==> config.mk <==
export PLATFORM = sky130hd
export DESIGN_NAME = player_bullet_flat
export DESIGN_NICKNAME = d
export VERILOG_FILES = /design/src/rtl/player_bullet_if.sv /design/src/rtl/player_bullet.sv /design/src/flat_wrapper.sv
export SDC_FILE = /design/constraint.sdc
export NUM_CORES = 1
export LEC_CHECK = 0
export CAP_MARGIN = 0
export CORE_UTILIZATION = 53
export DETAILED_ROUTE_END_ITERATION = 10
export GPL_TIMING_DRIVEN = 0
export HOLD_SLACK_MARGIN = 0.08
export PLACE_DENSITY = 0.93
export SLEW_MARGIN = 5
export SYNTH_ARGS = -nofsm -noshare
export SYNTH_HDL_FRONTEND = slang
export SYNTH_SLANG_ARGS = --single-unit
==> constraint.sdc <==
create_clock -name clk_i -period 6.01 [get_ports clk_i]
set_clock_uncertainty 0.05 [all_clocks]
set_input_delay 1.202 -clock clk_i [delete_from_list [all_inputs] [get_ports clk_i]]
set_output_delay 1.202 -clock clk_i [all_outputs]
set_load 0.02 [all_outputs]
==> src/rtl/player_bullet_if.sv <==
// Bus between the player bullet and its environment: video timing, controls and
// the per-pixel kill outputs. state_o exposes the bullet FSM for observation.
interface player_bullet_if;
  logic       frame_i;
  logic [9:0] sx_i;
  logic [9:0] sy_i;
  logic       de_i;
  logic       fire_i;
  logic [9:0] player_x_i;
  logic       enemy_pixel_i;

  logic       bullet_area_o;
  logic       flying_o;
  logic [3:0] bullet_r_o;
  logic [3:0] bullet_g_o;
  logic [3:0] bullet_b_o;
  logic [9:0] bullet_x_o;
  logic [9:0] bullet_y_o;
  logic [7:0] shots_o;
  logic [7:0] hits_o;
  logic [1:0] state_o;

  // Kill handshake: an enemy is hit in the one cycle where bullet_area_o,
  // flying_o, enemy_pixel_i and de_i are all high; the bullet retires on the
  // following edge, so no second cycle of that shot can ever qualify.
  modport master (
    output frame_i, sx_i, sy_i, de_i, fire_i, player_x_i, enemy_pixel_i,
    input  bullet_area_o, flying_o, bullet_r_o, bullet_g_o, bullet_b_o,
           bullet_x_o, bullet_y_o, shots_o, hits_o, state_o
  );

  modport slave (
    input  frame_i, sx_i, sy_i, de_i, fire_i, player_x_i, enemy_pixel_i,
    output bullet_area_o, flying_o, bullet_r_o, bullet_g_o, bullet_b_o,
           bullet_x_o, bullet_y_o, shots_o, hits_o, state_o
  );
endinterface

==> src/rtl/player_bullet.sv <==
// Player projectile: launches from the ship nose on a fire edge, climbs once per
// frame, retires on a pixel hit or at the screen top, then cools down for frames.
module player_bullet #(
  parameter logic [11:0] COLOR_P    = 12'hFF0,
  parameter int          BULLET_W_P = 4,
  parameter int          BULLET_H_P = 12,
  parameter int          SPEED_P    = 8,
  parameter int          PLAYER_Y_P = 440,
  parameter int          PLAYER_W_P = 40,
  parameter int          COOLDOWN_P = 4
) (
  input logic            clk_i,
  input logic            reset_i,
  player_bullet_if.slave bus
);

  typedef enum logic [1:0] {IDLE = 2'd0, ARMED = 2'd1, FLYING = 2'd2, COOLDOWN = 2'd3} state_t;

  localparam int          CD_W    = (COOLDOWN_P > 1) ? $clog2(COOLDOWN_P) : 1;
  localparam logic [10:0] X_MAX   = 11'(640 - BULLET_W_P);
  localparam logic [10:0] NOSE_OF = 11'(PLAYER_W_P / 2 - BULLET_W_P / 2);

  state_t          state;
  logic            fire_q;
  logic [9:0]      bx;
  logic [9:0]      by;
  logic [7:0]      shots;
  logic [7:0]      hits;
  logic [CD_W-1:0] cd;

  logic        fire_re;
  logic [10:0] nose;
  logic [9:0]  launch_x;
  logic [10:0] sx11, sy11, bx11, by11;
  logic        in_x, in_y;
  logic        flying;
  logic        area;
  logic        hit;

  assign fire_re  = bus.fire_i & ~fire_q;
  assign nose     = {1'b0, bus.player_x_i} + NOSE_OF;
  assign launch_x = (nose > X_MAX) ? X_MAX[9:0] : nose[9:0];

  assign sx11   = {1'b0, bus.sx_i};
  assign sy11   = {1'b0, bus.sy_i};
  assign bx11   = {1'b0, bx};
  assign by11   = {1'b0, by};
  assign in_x   = (sx11 >= bx11) && (sx11 < bx11 + 11'(BULLET_W_P));
  assign in_y   = (sy11 >= by11) && (sy11 < by11 + 11'(BULLET_H_P));
  assign flying = (state == FLYING);
  assign area   = flying & in_x & in_y;
  assign hit    = area & bus.enemy_pixel_i & bus.de_i;

  // fire_q resets high so a button held through reset needs a fresh press.
  always_ff @(posedge clk_i or posedge reset_i) begin
    if (reset_i) begin
      state  <= IDLE;
      fire_q <= 1'b1;
      bx     <= '0;
      by     <= '0;
      shots  <= '0;
      hits   <= '0;
      cd     <= '0;
    end else begin
      fire_q <= bus.fire_i;
      case (state)
        IDLE: begin
          if (fire_re) state <= ARMED;
        end
        ARMED: begin
          if (bus.frame_i) begin
            bx    <= launch_x;
            by    <= 10'(PLAYER_Y_P - BULLET_H_P);
            shots <= shots + 8'd1;
            state <= FLYING;
          end
        end
        FLYING: begin
          // A hit outranks a simultaneous frame pulse: the position stays frozen.
          if (hit) begin
            hits  <= hits + 8'd1;
            cd    <= CD_W'(COOLDOWN_P - 1);
            state <= COOLDOWN;
          end else if (bus.frame_i) begin
            if (by < 10'(SPEED_P)) begin
              cd    <= CD_W'(COOLDOWN_P - 1);
              state <= COOLDOWN;
            end else begin
              by <= by - 10'(SPEED_P);
            end
          end
        end
        COOLDOWN: begin
          if (bus.frame_i) begin
            if (cd == '0) state <= IDLE;
            else          cd    <= cd - 1'b1;
          end
        end
        default: state <= IDLE;
      endcase
    end
  end

  assign bus.bullet_area_o = area;
  assign bus.flying_o      = flying;
  assign bus.bullet_r_o    = area ? COLOR_P[11:8] : 4'd0;
  assign bus.bullet_g_o    = area ? COLOR_P[7:4]  : 4'd0;
  assign bus.bullet_b_o    = area ? COLOR_P[3:0]  : 4'd0;
  assign bus.bullet_x_o    = bx;
  assign bus.bullet_y_o    = by;
  assign bus.shots_o       = shots;
  assign bus.hits_o        = hits;
  assign bus.state_o       = state;

endmodule

==> src/flat_wrapper.sv <==
// flat-port wrapper written by rule: the top's interface ports become plain ports
module player_bullet_flat 
#(
  parameter logic [11:0] COLOR_P    = 12'hFF0,
  parameter int          BULLET_W_P = 4,
  parameter int          BULLET_H_P = 12,
  parameter int          SPEED_P    = 8,
  parameter int          PLAYER_Y_P = 440,
  parameter int          PLAYER_W_P = 40,
  parameter int          COOLDOWN_P = 4
)
  (clk_i, reset_i, bus_frame_i, bus_sx_i, bus_sy_i, bus_de_i, bus_fire_i, bus_player_x_i, bus_enemy_pixel_i, bus_bullet_area_o, bus_flying_o, bus_bullet_r_o, bus_bullet_g_o, bus_bullet_b_o, bus_bullet_x_o, bus_bullet_y_o, bus_shots_o, bus_hits_o, bus_state_o);
  player_bullet_if bus_i ();
  input logic clk_i;
  input logic reset_i;
  input wire logic [$bits(bus_i.frame_i)-1:0] bus_frame_i;
  input wire logic [$bits(bus_i.sx_i)-1:0] bus_sx_i;
  input wire logic [$bits(bus_i.sy_i)-1:0] bus_sy_i;
  input wire logic [$bits(bus_i.de_i)-1:0] bus_de_i;
  input wire logic [$bits(bus_i.fire_i)-1:0] bus_fire_i;
  input wire logic [$bits(bus_i.player_x_i)-1:0] bus_player_x_i;
  input wire logic [$bits(bus_i.enemy_pixel_i)-1:0] bus_enemy_pixel_i;
  output wire logic [$bits(bus_i.bullet_area_o)-1:0] bus_bullet_area_o;
  output wire logic [$bits(bus_i.flying_o)-1:0] bus_flying_o;
  output wire logic [$bits(bus_i.bullet_r_o)-1:0] bus_bullet_r_o;
  output wire logic [$bits(bus_i.bullet_g_o)-1:0] bus_bullet_g_o;
  output wire logic [$bits(bus_i.bullet_b_o)-1:0] bus_bullet_b_o;
  output wire logic [$bits(bus_i.bullet_x_o)-1:0] bus_bullet_x_o;
  output wire logic [$bits(bus_i.bullet_y_o)-1:0] bus_bullet_y_o;
  output wire logic [$bits(bus_i.shots_o)-1:0] bus_shots_o;
  output wire logic [$bits(bus_i.hits_o)-1:0] bus_hits_o;
  output wire logic [$bits(bus_i.state_o)-1:0] bus_state_o;
  assign bus_i.frame_i = bus_frame_i;
  assign bus_i.sx_i = bus_sx_i;
  assign bus_i.sy_i = bus_sy_i;
  assign bus_i.de_i = bus_de_i;
  assign bus_i.fire_i = bus_fire_i;
  assign bus_i.player_x_i = bus_player_x_i;
  assign bus_i.enemy_pixel_i = bus_enemy_pixel_i;
  assign bus_bullet_area_o = bus_i.bullet_area_o;
  assign bus_flying_o = bus_i.flying_o;
  assign bus_bullet_r_o = bus_i.bullet_r_o;
  assign bus_bullet_g_o = bus_i.bullet_g_o;
  assign bus_bullet_b_o = bus_i.bullet_b_o;
  assign bus_bullet_x_o = bus_i.bullet_x_o;
  assign bus_bullet_y_o = bus_i.bullet_y_o;
  assign bus_shots_o = bus_i.shots_o;
  assign bus_hits_o = bus_i.hits_o;
  assign bus_state_o = bus_i.state_o;
  player_bullet #(.COLOR_P(COLOR_P), .BULLET_W_P(BULLET_W_P), .BULLET_H_P(BULLET_H_P), .SPEED_P(SPEED_P), .PLAYER_Y_P(PLAYER_Y_P), .PLAYER_W_P(PLAYER_W_P), .COOLDOWN_P(COOLDOWN_P)) u_core (.clk_i(clk_i), .reset_i(reset_i), .bus(bus_i));
endmodule
==> results.py, run 1 <==
metrics = {
    "routing": {
        "via_per_inst": 5.63,
        "drt-met1-wl_mm": 3.30,
        "finalWirelength_mm": 7.52,
        "drc": 0,
        "ant_nets": 0,
        "routedWlPerCell_um": 14.4,
        "num_vias": 2940,
        "dr_wl_met2_mm": 3.82,
        "routed.top_layer": "met4",
        "routed-wl-met3_um": 371,
        "drt_first_iter_violations": 159,
        "drt_pass1_iterations": 5,
    },
    "timing": {
        "rsz0062_at_grt": "false",
        "fin_hold_ws_ns": 0.415,
        "max_slew_margin_pct": 45.5,
        "timing.final.hold_violations": 0,
        "setup_violations": 0,
        "finalMaxSlewViolations": 0,
        "min_period_over_period_pct": 91.6,
        "setup_tns_ns": 0,
        "final.min_clock_period_ns": 5.50,
        "fmax_mhz": 182,
        "max_slew.worst_pin.slew_ns": 0.816,
    },
    "logic_synthesis": {
        "yosysWarnings": 0,
        "ys_seq_elements": 39,
        "yosysUniqueCellTypes": 64,
        "async_flop_share_pct": 100,
        "syn-instance-count": 356,
        "syn_area_per_cell_um2": 9.18,
        "yosysSeqAreaShare_pct": 29.9,
        "synth_flop_cell": "dfrtp_1",
        "synth_area_um2": 3270,
        "synth_edf_count": 0,
    },
    "global_routing": {
        "grt_max_degree": 40,
        "grt_first_pass_wirelength_mm": 12.5,
        "grt_pass1_vias": 2855,
        "grt_usage_pct": 24.6,
        "gr-total-overflow": 0,
        "antenna_found_initial": 0,
    },
    "finish": {
        "n_antenna_cell": 0,
        "final-instance-count-excl-fill": 522,
        "final_area_um2": 4260,
        "layout_common_cells": "clkdlybuf4s50_1, ha_1, dfrtp_1",
        "final_common_cell": "clkdlybuf4s50_1",
        "area_delta_synth_final_pct": 30.4,
        "layout-drive-gt1-share_pct": 9.62,
        "nets": 531,
    },
    "setup_path": {
        "crit_family": "buffers and inverters",
        "path_common_cell": "clkdlybuf4s50_1",
        "worst_ep_required_time_ns": 4.76,
        "cp_cell_sequence": "clkdlybuf4s50_1 > ha_1 > a2111o_1 > a21oi_1 > o21ai_0 > o221ai_1 > nand3b_1 > nor4_4 > buf_4 > clkdlybuf4s50_1",
        "critPathArrivalTime_ns": 4.25,
        "cp_max_fo": 9,
        "worst_setup_path_start_kind": "input port",
        "cpMaxStageDelayCell": "clkdlybuf4s50_1",
        "path_class": "in2out",
        "critPathBufInv": 3,
        "endpoint_kind": "output pin",
        "slowest_delay_ns": 0.59,
    },
    "placement": {
        "io_buffers": 78,
        "place_area_um2": 4160,
        "place_congestion": 0.846,
        "placed_cells": 514,
        "dpl.hpwl_mm": 6.06,
    },
    "cts": {
        "cts_tree": "yes",
        "cts_max_level": 2,
        "cts.sinks": 39,
        "clk_pin_slew_worst_paths_ns": 0.08,
        "postCtsSetupRepairBufs": 0,
        "clock-root-buffer": "clkbuf_8",
        "clkLatencyLatePin_ns": 0.29,
        "cts_buffer_depth": 2,
        "cts_buffers": 5,
    },
    "power": {
        "total_power_mw": 1.74,
        "max-vdd-ir-drop_mv": 0.259,
        "p_leak_nw": 1.97,
        "powerDensity_nw_per_um2": 408,
    },
    "floorplanning": {
        "core_area_um2": 5920,
        "fp-row-count": 28,
        "dieArea_um2": 6480,
        "die-width_um": 80.5,
        "start_util_pct": 55.2,
        "die_h_um": 80.5,
        "io_pins": 88,
    },
    "run": {
        "drv_cap": 0,
    },
    "hold_path": {
        "hp-class": "reg2reg",
    },
    "outcome": {
        "status": "finished clean",
    },
}
-- timing repair --
action | in CTS | in global routing
setup endpoints to repair | 9 | 8
pin swaps | 0 | 0
hold buffers | 0 | 0
resized for setup | 1 | 1
-- layout make-up --
class / instances / area (um^2)
plain buffers: 21 / 144
clock buffers: 6 / 72.6
clock inverters: 2 / 12.5
fillers: 450 / 1660
inverters: 29 / 109
multi-input cells: 272 / 2070
flip-flops and latches: 39 / 977
well taps: 75 / 93.8
repair buffers: 78 / 781
-- where the power goes --
group | internal, mW | total, mW | switching [mW] | leakage (nW)
sequential | 0.345 | 0.468 | 0.123 | 0.479
clock | 0.0811 | 0.171 | 0.0895 | 0.0412
combinational | 0.513 | 1.10 | 0.588 | 1.45
total | 0.939 | 1.74 | 0.800 | 1.97
-- flip-flops by register name, indices dropped and copies added, names as in the netlist --
signal and cells:
u_core.bus.bullet_x_o 10, u_core.bus.bullet_y_o 8, u_core.bus.hits_o 8, u_core.bus.shots_o 8
u_core.bus.state_o 2, u_core.cd 2, u_core.fire_q 1
-- layer usage --
layer  up-vias  track usage, %
met4         0            4.64
met1      1412            29.6
met5         -               0
met2        85            45.7
li1       1441               -
met3         2            4.09
-- per-stage QoR --
| step | util [%] | worst slack (ns) |
|---|---|---|
| floorplan | - | 0.875 |
| global placement | 70.3 | 0.0563 |
| detailed placement | 70.3 | -0.0559 |
| CTS | 71.8 | 0.316 |
| global route | 72.0 | 0.185 |
| finish | 72.0 | 0.507 |
-- cell usage after synthesis, drive strengths merged, types with 2 or more instances --
cell type / instances / area [um^2]
nand3: 18 / 95.1
a31oi: 6 / 37.5
o31ai: 2 / 15.0
a21o: 5 / 37.5
o31a: 2 / 17.5
nor3: 13 / 75.1
xor2: 10 / 87.6
and2: 2 / 12.5
nand2: 31 / 124
mux2: 2 / 22.5
xnor2: 22 / 193
nand2b: 4 / 25.0
o311ai: 2 / 17.5
dfrtp: 38 / 951
nor2b: 2 / 12.5
o22ai: 3 / 32.5
a21oi: 13 / 65.1
clkbuf: 4 / 15.0
nor4: 4 / 25.0
ha: 49 / 613
o21ai: 13 / 65.1
mux2i: 2 / 20.0
nand4: 5 / 31.3
o221ai: 2 / 17.5
a41oi: 3 / 26.3
nor3b: 2 / 15.0
buf: 17 / 129
nor2: 21 / 86.3
inv: 29 / 109
a2bb2oi: 3 / 38.8
o211ai: 2 / 15.0
a31o: 4 / 35.0
-- worst paths after layout --
kind,start,endpoint,slack [ns],depth (start not counted)
min,u_core.bus.hits_o[7],u_core.bus.hits_o[7],0.42,1
max in group asynchronous,reset_i,u_core.bus.bullet_y_o[3],4.05,2
max reg2reg,u_core.bus.bullet_y_o[3],u_core.bus.bullet_y_o[7],2.50,16
min in group asynchronous,reset_i,u_core.bus.hits_o[3],1.35,2
min reg2reg,u_core.bus.hits_o[7],u_core.bus.hits_o[7],0.42,1
max,bus_sy_i[8],bus_bullet_r_o[1],0.51,10
-- kinds of logic (layout without fill, tap and decap cells) --
group,count (synthesis),in the layout,share of synthesized area (%)
compound gates,73,73,16.8
xor+xnor,32,32,8.58
fa+ha+maj,49,49,18.8
buf+inv,50,136,7.74
flops,39,39,29.9
mux,4,4,1.30
other cells,1,6,0.115
simple gates,108,108,16.8
Power figures use the tool's default switching activity.
==> inputs of run 2 (changes only) <==
--- a/config.mk
+++ b/config.mk
@@ -5,12 +5,14 @@
 export SDC_FILE = /design/constraint.sdc
 export NUM_CORES = 1
 export LEC_CHECK = 0
+export ABC_CLOCK_PERIOD_IN_PS = 6010
 export CAP_MARGIN = 0
 export CORE_UTILIZATION = 53
 export DETAILED_ROUTE_END_ITERATION = 10
 export GPL_TIMING_DRIVEN = 0
 export HOLD_SLACK_MARGIN = 0.08
 export PLACE_DENSITY = 0.93
+export RECOVER_POWER = 50
 export SLEW_MARGIN = 5
 export SYNTH_ARGS = -nofsm -noshare
 export SYNTH_HDL_FRONTEND = slang
==> run 2 against run 1 <==
- the run now ends with capacitance limit left
- power down 0.37%
- largest power group unchanged
- combinational power about the same
- clock-buffer cell count unchanged
- core utilization is the same
==> results.py, run 2 (synthesis results as in run 1) <==
metrics = {
    "outcome": {
        "status": "finished, violations left",
        "violations": "capacitance limit",
    },
    "placement": {
        "dpl.hpwl_mm": 6.06,
        "place_area_um2": 4160,
        "place_congestion": 0.846,
        "io_buffers": 78,
    },
    "routing": {
        "finalWirelength_mm": 7.51,
        "routedWlPerCell_um": 14.4,
        "drc": 0,
        "drt_first_iter_violations": 161,
        "via_per_inst": 5.64,
        "ant_nets": 0,
        "drt_pass1_iterations": 4,
        "num_vias": 2944,
    },
    "timing": {
        "setup_tns_ns": 0,
        "min_period_over_period_pct": 91.5,
        "timing.final.hold_violations": 0,
        "fmax_mhz": 182,
        "max_slew.worst_pin.slew_ns": 1.48,
        "setup_violations": 0,
        "max_slew_margin_pct": 1.19,
        "rsz0062_at_grt": "false",
        "final.min_clock_period_ns": 5.50,
        "fin_hold_ws_ns": 0.408,
        "finalMaxSlewViolations": 0,
    },
    "global_routing": {
        "antenna_found_initial": 0,
        "gr-total-overflow": 0,
        "grt_max_degree": 40,
        "grt_usage_pct": 24.6,
        "grt_first_pass_wirelength_mm": 12.5,
        "grt_pass1_vias": 2855,
    },
    "power": {
        "max-vdd-ir-drop_mv": 0.259,
        "total_power_mw": 1.73,
        "p_leak_nw": 2.01,
        "powerDensity_nw_per_um2": 407,
    },
    "floorplanning": {
        "core_area_um2": 5920,
        "io_pins": 88,
        "dieArea_um2": 6480,
        "die_h_um": 80.5,
        "fp-row-count": 28,
        "die-width_um": 80.5,
        "start_util_pct": 55.2,
    },
    "finish": {
        "largest_reg_flops": 10,
        "area_delta_synth_final_pct": 30.4,
        "layout_common_cells": "clkdlybuf4s50_1, ha_1, dfrtp_1",
        "final_common_cell": "clkdlybuf4s50_1",
        "final_util_pct": 72.0,
        "layout-drive-gt1-share_pct": 9.40,
        "nets": 531,
        "fill_cells": 450,
        "final_area_um2": 4260,
        "n_antenna_cell": 0,
    },
    "setup_path": {
        "endpoint_kind": "output pin",
        "path_class": "in2out",
        "cp_max_fo": 9,
        "worst_setup_path_start_kind": "input port",
        "worst_ep_required_time_ns": 4.76,
        "critPathArrivalTime_ns": 4.25,
    },
    "cts": {
        "cts.sinks": 39,
        "ctsResizeCount": 1,
        "cts_buffer_depth": 2,
        "cts_tree": "yes",
        "clkLatencyLatePin_ns": 0.29,
        "clock-root-buffer": "clkbuf_8",
        "postCtsSetupRepairBufs": 0,
        "ctsHoldBuffers": 0,
        "cts_max_level": 2,
        "cts_buffers": 5,
        "clk_pin_slew_worst_paths_ns": 0.08,
    },
    "hold_path": {
        "hp-class": "reg2reg",
    },
    "run": {
        "drv_cap": 1,
    },
}
-- run 2: worst paths after layout --
check / startpoint / end / slack [ns] / depth (start not counted)
worst max register to register: u_core.bus.bullet_y_o[3] / u_core.bus.bullet_y_o[7] / 2.50 / 16
worst max-delay path: bus_sy_i[8] / bus_bullet_r_o[1] / 0.51 / 10
max in group asynchronous: reset_i / u_core.bus.bullet_y_o[3] / 3.29 / 2
worst min register to register: u_core.bus.hits_o[7] / u_core.bus.hits_o[7] / 0.41 / 1
min in group asynchronous: reset_i / u_core.bus.hits_o[3] / 1.75 / 2
worst min-delay path: u_core.bus.hits_o[7] / u_core.bus.hits_o[7] / 0.41 / 1
-- run 2: layer usage --
layer  share of wire (%)  vias up  global-route usage (%)
met5                   0        -                       0
met4                0.51        0                    4.64
met3                 4.9        4                    4.09
met2                  51       86                    45.7
met1                  44     1410                    29.6
li1                    -     1444                       -
-- run 2: power by group --
part | switching [mW] | internal, mW | total (mW)
sequential | 0.122 | 0.345 | 0.467
clock | 0.0897 | 0.0811 | 0.171
combinational | 0.588 | 0.506 | 1.09
-- run 2: stage by stage --
stage / setup WS (ns) / instances
finish: 0.512 / 522
global route: 0.188 / 522
CTS: 0.316 / 522
detailed placement: -0.0559 / 514
global placement: 0.0563 / 514
floorplan: 0.875 / 361
-- run 2: cell type report --
type | instances | area [um^2] | area share (%)
clock buffers | 6 | 72.6 | 1.70
clock inverters | 2 | 12.5 | 0.294
inverters | 29 | 109 | 2.56
well taps | 75 | 93.8 | 2.20
repair buffers | 78 | 781 | 18.3
multi-input cells | 272 | 2070 | 48.6
plain buffers | 21 | 144 | 3.38
flip-flops and latches | 39 | 977 | 22.9
-- run 2: critical path, cell delays in order --
cell and delay [ns]:
clkdlybuf4s50_1 0.45, ha_1 0.33, a2111o_1 0.39, a21oi_1 0.11, o21ai_0 0.11, o221ai_1 0.18, nand3b_1 0.19, nor4_4 0.50
buf_4 0.19, clkdlybuf4s50_1 0.59
==> inputs of run 3 (changes only) <==
--- a/config.mk
+++ b/config.mk
@@ -8,12 +8,13 @@
 export ABC_CLOCK_PERIOD_IN_PS = 6010
 export CAP_MARGIN = 0
 export CORE_UTILIZATION = 53
+export CTS_CLUSTER_SIZE = 12
 export DETAILED_ROUTE_END_ITERATION = 10
 export GPL_TIMING_DRIVEN = 0
 export HOLD_SLACK_MARGIN = 0.08
 export PLACE_DENSITY = 0.93
 export RECOVER_POWER = 50
-export SLEW_MARGIN = 5
+export SLEW_MARGIN = 40
 export SYNTH_ARGS = -nofsm -noshare
 export SYNTH_HDL_FRONTEND = slang
 export SYNTH_SLANG_ARGS = --single-unit
==> run 3 against run 2 <==
- the flow now finishes without violations
- combinational power hardly changed
- first-iteration DRC count rose by 14%
- clock power rose by 29%
- flip-flop and latch count unchanged
- critical path depth stayed put
- final cell count is 0.19% higher
- critical path type unchanged
==> results.py, run 3 (synthesis results as in run 1) <==
metrics = {
    "global_routing": {
        "grt_usage_pct": 25.3,
        "grt_pass1_vias": 2837,
        "antenna_found_initial": 0,
        "grt_first_pass_wirelength_mm": 12.8,
        "gr-total-overflow": 0,
        "grt_max_degree": 23,
    },
    "floorplanning": {
        "die-width_um": 80.5,
        "start_util_pct": 55.2,
        "dieArea_um2": 6480,
        "core_area_um2": 5920,
        "die_h_um": 80.5,
        "fp-row-count": 28,
        "io_pins": 88,
    },
    "setup_path": {
        "cp.depth": 10,
        "endpoint_kind": "output pin",
        "critPathBufInv": 3,
        "worst_setup_path_start_kind": "input port",
        "critPathArrivalTime_ns": 4.25,
        "cpMaxStageDelayCell": "clkdlybuf4s50_1",
        "r2r_slack_ns": 2.54,
        "rr_worst_depth": 16,
        "cp_max_fo": 9,
        "worst_ep_required_time_ns": 4.76,
        "cp_cell_sequence": "clkdlybuf4s50_1 > ha_1 > a2111o_1 > a21oi_1 > o21ai_0 > o221ai_1 > nand3b_1 > nor4_4 > buf_4 > clkdlybuf4s50_1",
        "path_common_cell": "clkdlybuf4s50_1",
        "path_class": "in2out",
        "r2r_end": "u_core.bus.bullet_y_o[7]",
        "reg2reg_from": "u_core.bus.bullet_y_o[3]",
        "crit_family": "buffers and inverters",
        "slowest_delay_ns": 0.59,
    },
    "timing": {
        "setup_violations": 0,
        "layout_setup_ws_ns": 0.508,
        "min_period_over_period_pct": 91.5,
        "final.min_clock_period_ns": 5.50,
        "setup_tns_ns": 0,
        "timing.final.hold_violations": 0,
        "fmax_mhz": 182,
        "max_slew.worst_pin.slew_ns": 0.976,
        "rsz0062_at_grt": "false",
        "max_slew_margin_pct": 35.0,
        "finalMaxSlewViolations": 0,
    },
    "placement": {
        "io_buffers": 78,
        "pre_cts_ws_ns": 0.313,
        "placed_cells": 515,
        "dpl.hpwl_mm": 6.13,
        "place_congestion": 0.846,
    },
    "finish": {
        "final-instance-count-excl-fill": 523,
        "largest_reg_flops": 10,
        "layout_common_cells": "clkdlybuf4s50_1, ha_1, dfrtp_1",
        "nets": 532,
        "layout-drive-gt1-share_pct": 9.60,
        "final_common_cell": "clkdlybuf4s50_1",
        "fill_cells": 439,
        "area_delta_synth_final_pct": 31.4,
        "n_antenna_cell": 0,
    },
    "cts": {
        "clk_pin_slew_worst_paths_ns": 0.08,
        "cts_tree": "yes",
        "cts_buffer_depth": 2,
        "cts_buffers": 5,
        "cts_max_level": 2,
        "clkLatencyLatePin_ns": 0.29,
        "clock-root-buffer": "clkbuf_8",
        "cts.sinks": 39,
        "ctsHoldBuffers": 0,
    },
    "routing": {
        "routedWlPerCell_um": 14.6,
        "num_vias": 2944,
        "drt_first_iter_violations": 184,
        "finalWirelength_mm": 7.64,
        "via_per_inst": 5.63,
        "ant_nets": 0,
        "drt_pass1_iterations": 4,
        "drc": 0,
    },
    "power": {
        "powerDensity_nw_per_um2": 415,
        "p_leak_nw": 2.02,
        "max-vdd-ir-drop_mv": 0.329,
    },
    "hold_path": {
        "worstHoldStart": "u_core.bus.shots_o[7]",
        "hold_path_end": "u_core.bus.shots_o[7]",
        "hp-class": "reg2reg",
        "hold_depth": 1,
    },
    "run": {
        "drv_cap": 0,
    },
    "outcome": {
        "status": "finished clean",
    },
}
-- run 3: cell count changes in the layout (fill, tap and decap cells not counted) --
cell        change
and2_0          +1
and2_1          -1
bufinv_16       +1
clkinv_4        +1
clkinvlp_4      -1
-- run 3: report_power, final --
part / internal [mW] / leakage [nW] / switching, mW
Sequential: 0.345 / 0.479 / 0.123
Combinational: 0.505 / 1.49 / 0.588
Clock: 0.124 / 0.0581 / 0.0964
-- run 3: area by class of cell --
class	instances	area [um^2]	area share, %
Buffer	21	144	3.35
Clock buffer	5	68.8	1.60
Tap cell	75	93.8	2.19
Sequential cell	39	977	22.8
Inverter	29	109	2.54
Multi-Input combinational cell	272	2070	48.3
Clock inverter	3	43.8	1.02
Timing Repair Buffer	79	785	18.3
-- run 3: what timing repair did --
action | 4_1_cts | 5_1_grt
setup buffers | 0 | 0
endpoints found under the setup margin | 0 | 8
resized for setup | 0 | 1
-- run 3: worst max path at each step --
stage                             end                      from
global placement    bus_bullet_g_o[3]               bus_sy_i[8]
finish              bus_bullet_r_o[1]               bus_sy_i[8]
detailed placement  bus_bullet_r_o[1]               bus_sy_i[8]
CTS                 bus_bullet_r_o[1]  u_core.bus.bullet_y_o[3]
global route        bus_bullet_r_o[2]  u_core.bus.bullet_y_o[3]
floorplan           bus_bullet_g_o[0]  u_core.bus.bullet_y_o[3]
-- run 3: per-layer routing --
| layer | GRT usage, % | up-vias | part of all wire, % |
|---|---|---|---|
| met5 | 0 | - | 0 |
| met4 | 7.32 | 0 | 1.1 |
| met3 | 3.64 | 8 | 6.3 |
| li1 | - | 1440 | - |
| met2 | 45.4 | 114 | 51 |
| met1 | 30.9 | 1382 | 42 |
-- run 3: per-stage QoR --
stage / hold slack (ns) / power (mW) / utilization, % / cell area (um^2)
4_1_cts: 0.422 / 1.79 / 72.7 / 4310
2_1_floorplan: 0.493 / 1.18 / - / 3290
5_1_grt: 0.434 / 1.94 / 72.5 / 4290
6_report: 0.409 / 1.78 / 72.5 / 4290
3_3_place_gp: 0.406 / 1.50 / 70.3 / 4160
3_5_place_dp: 0.409 / 1.56 / 70.8 / 4190
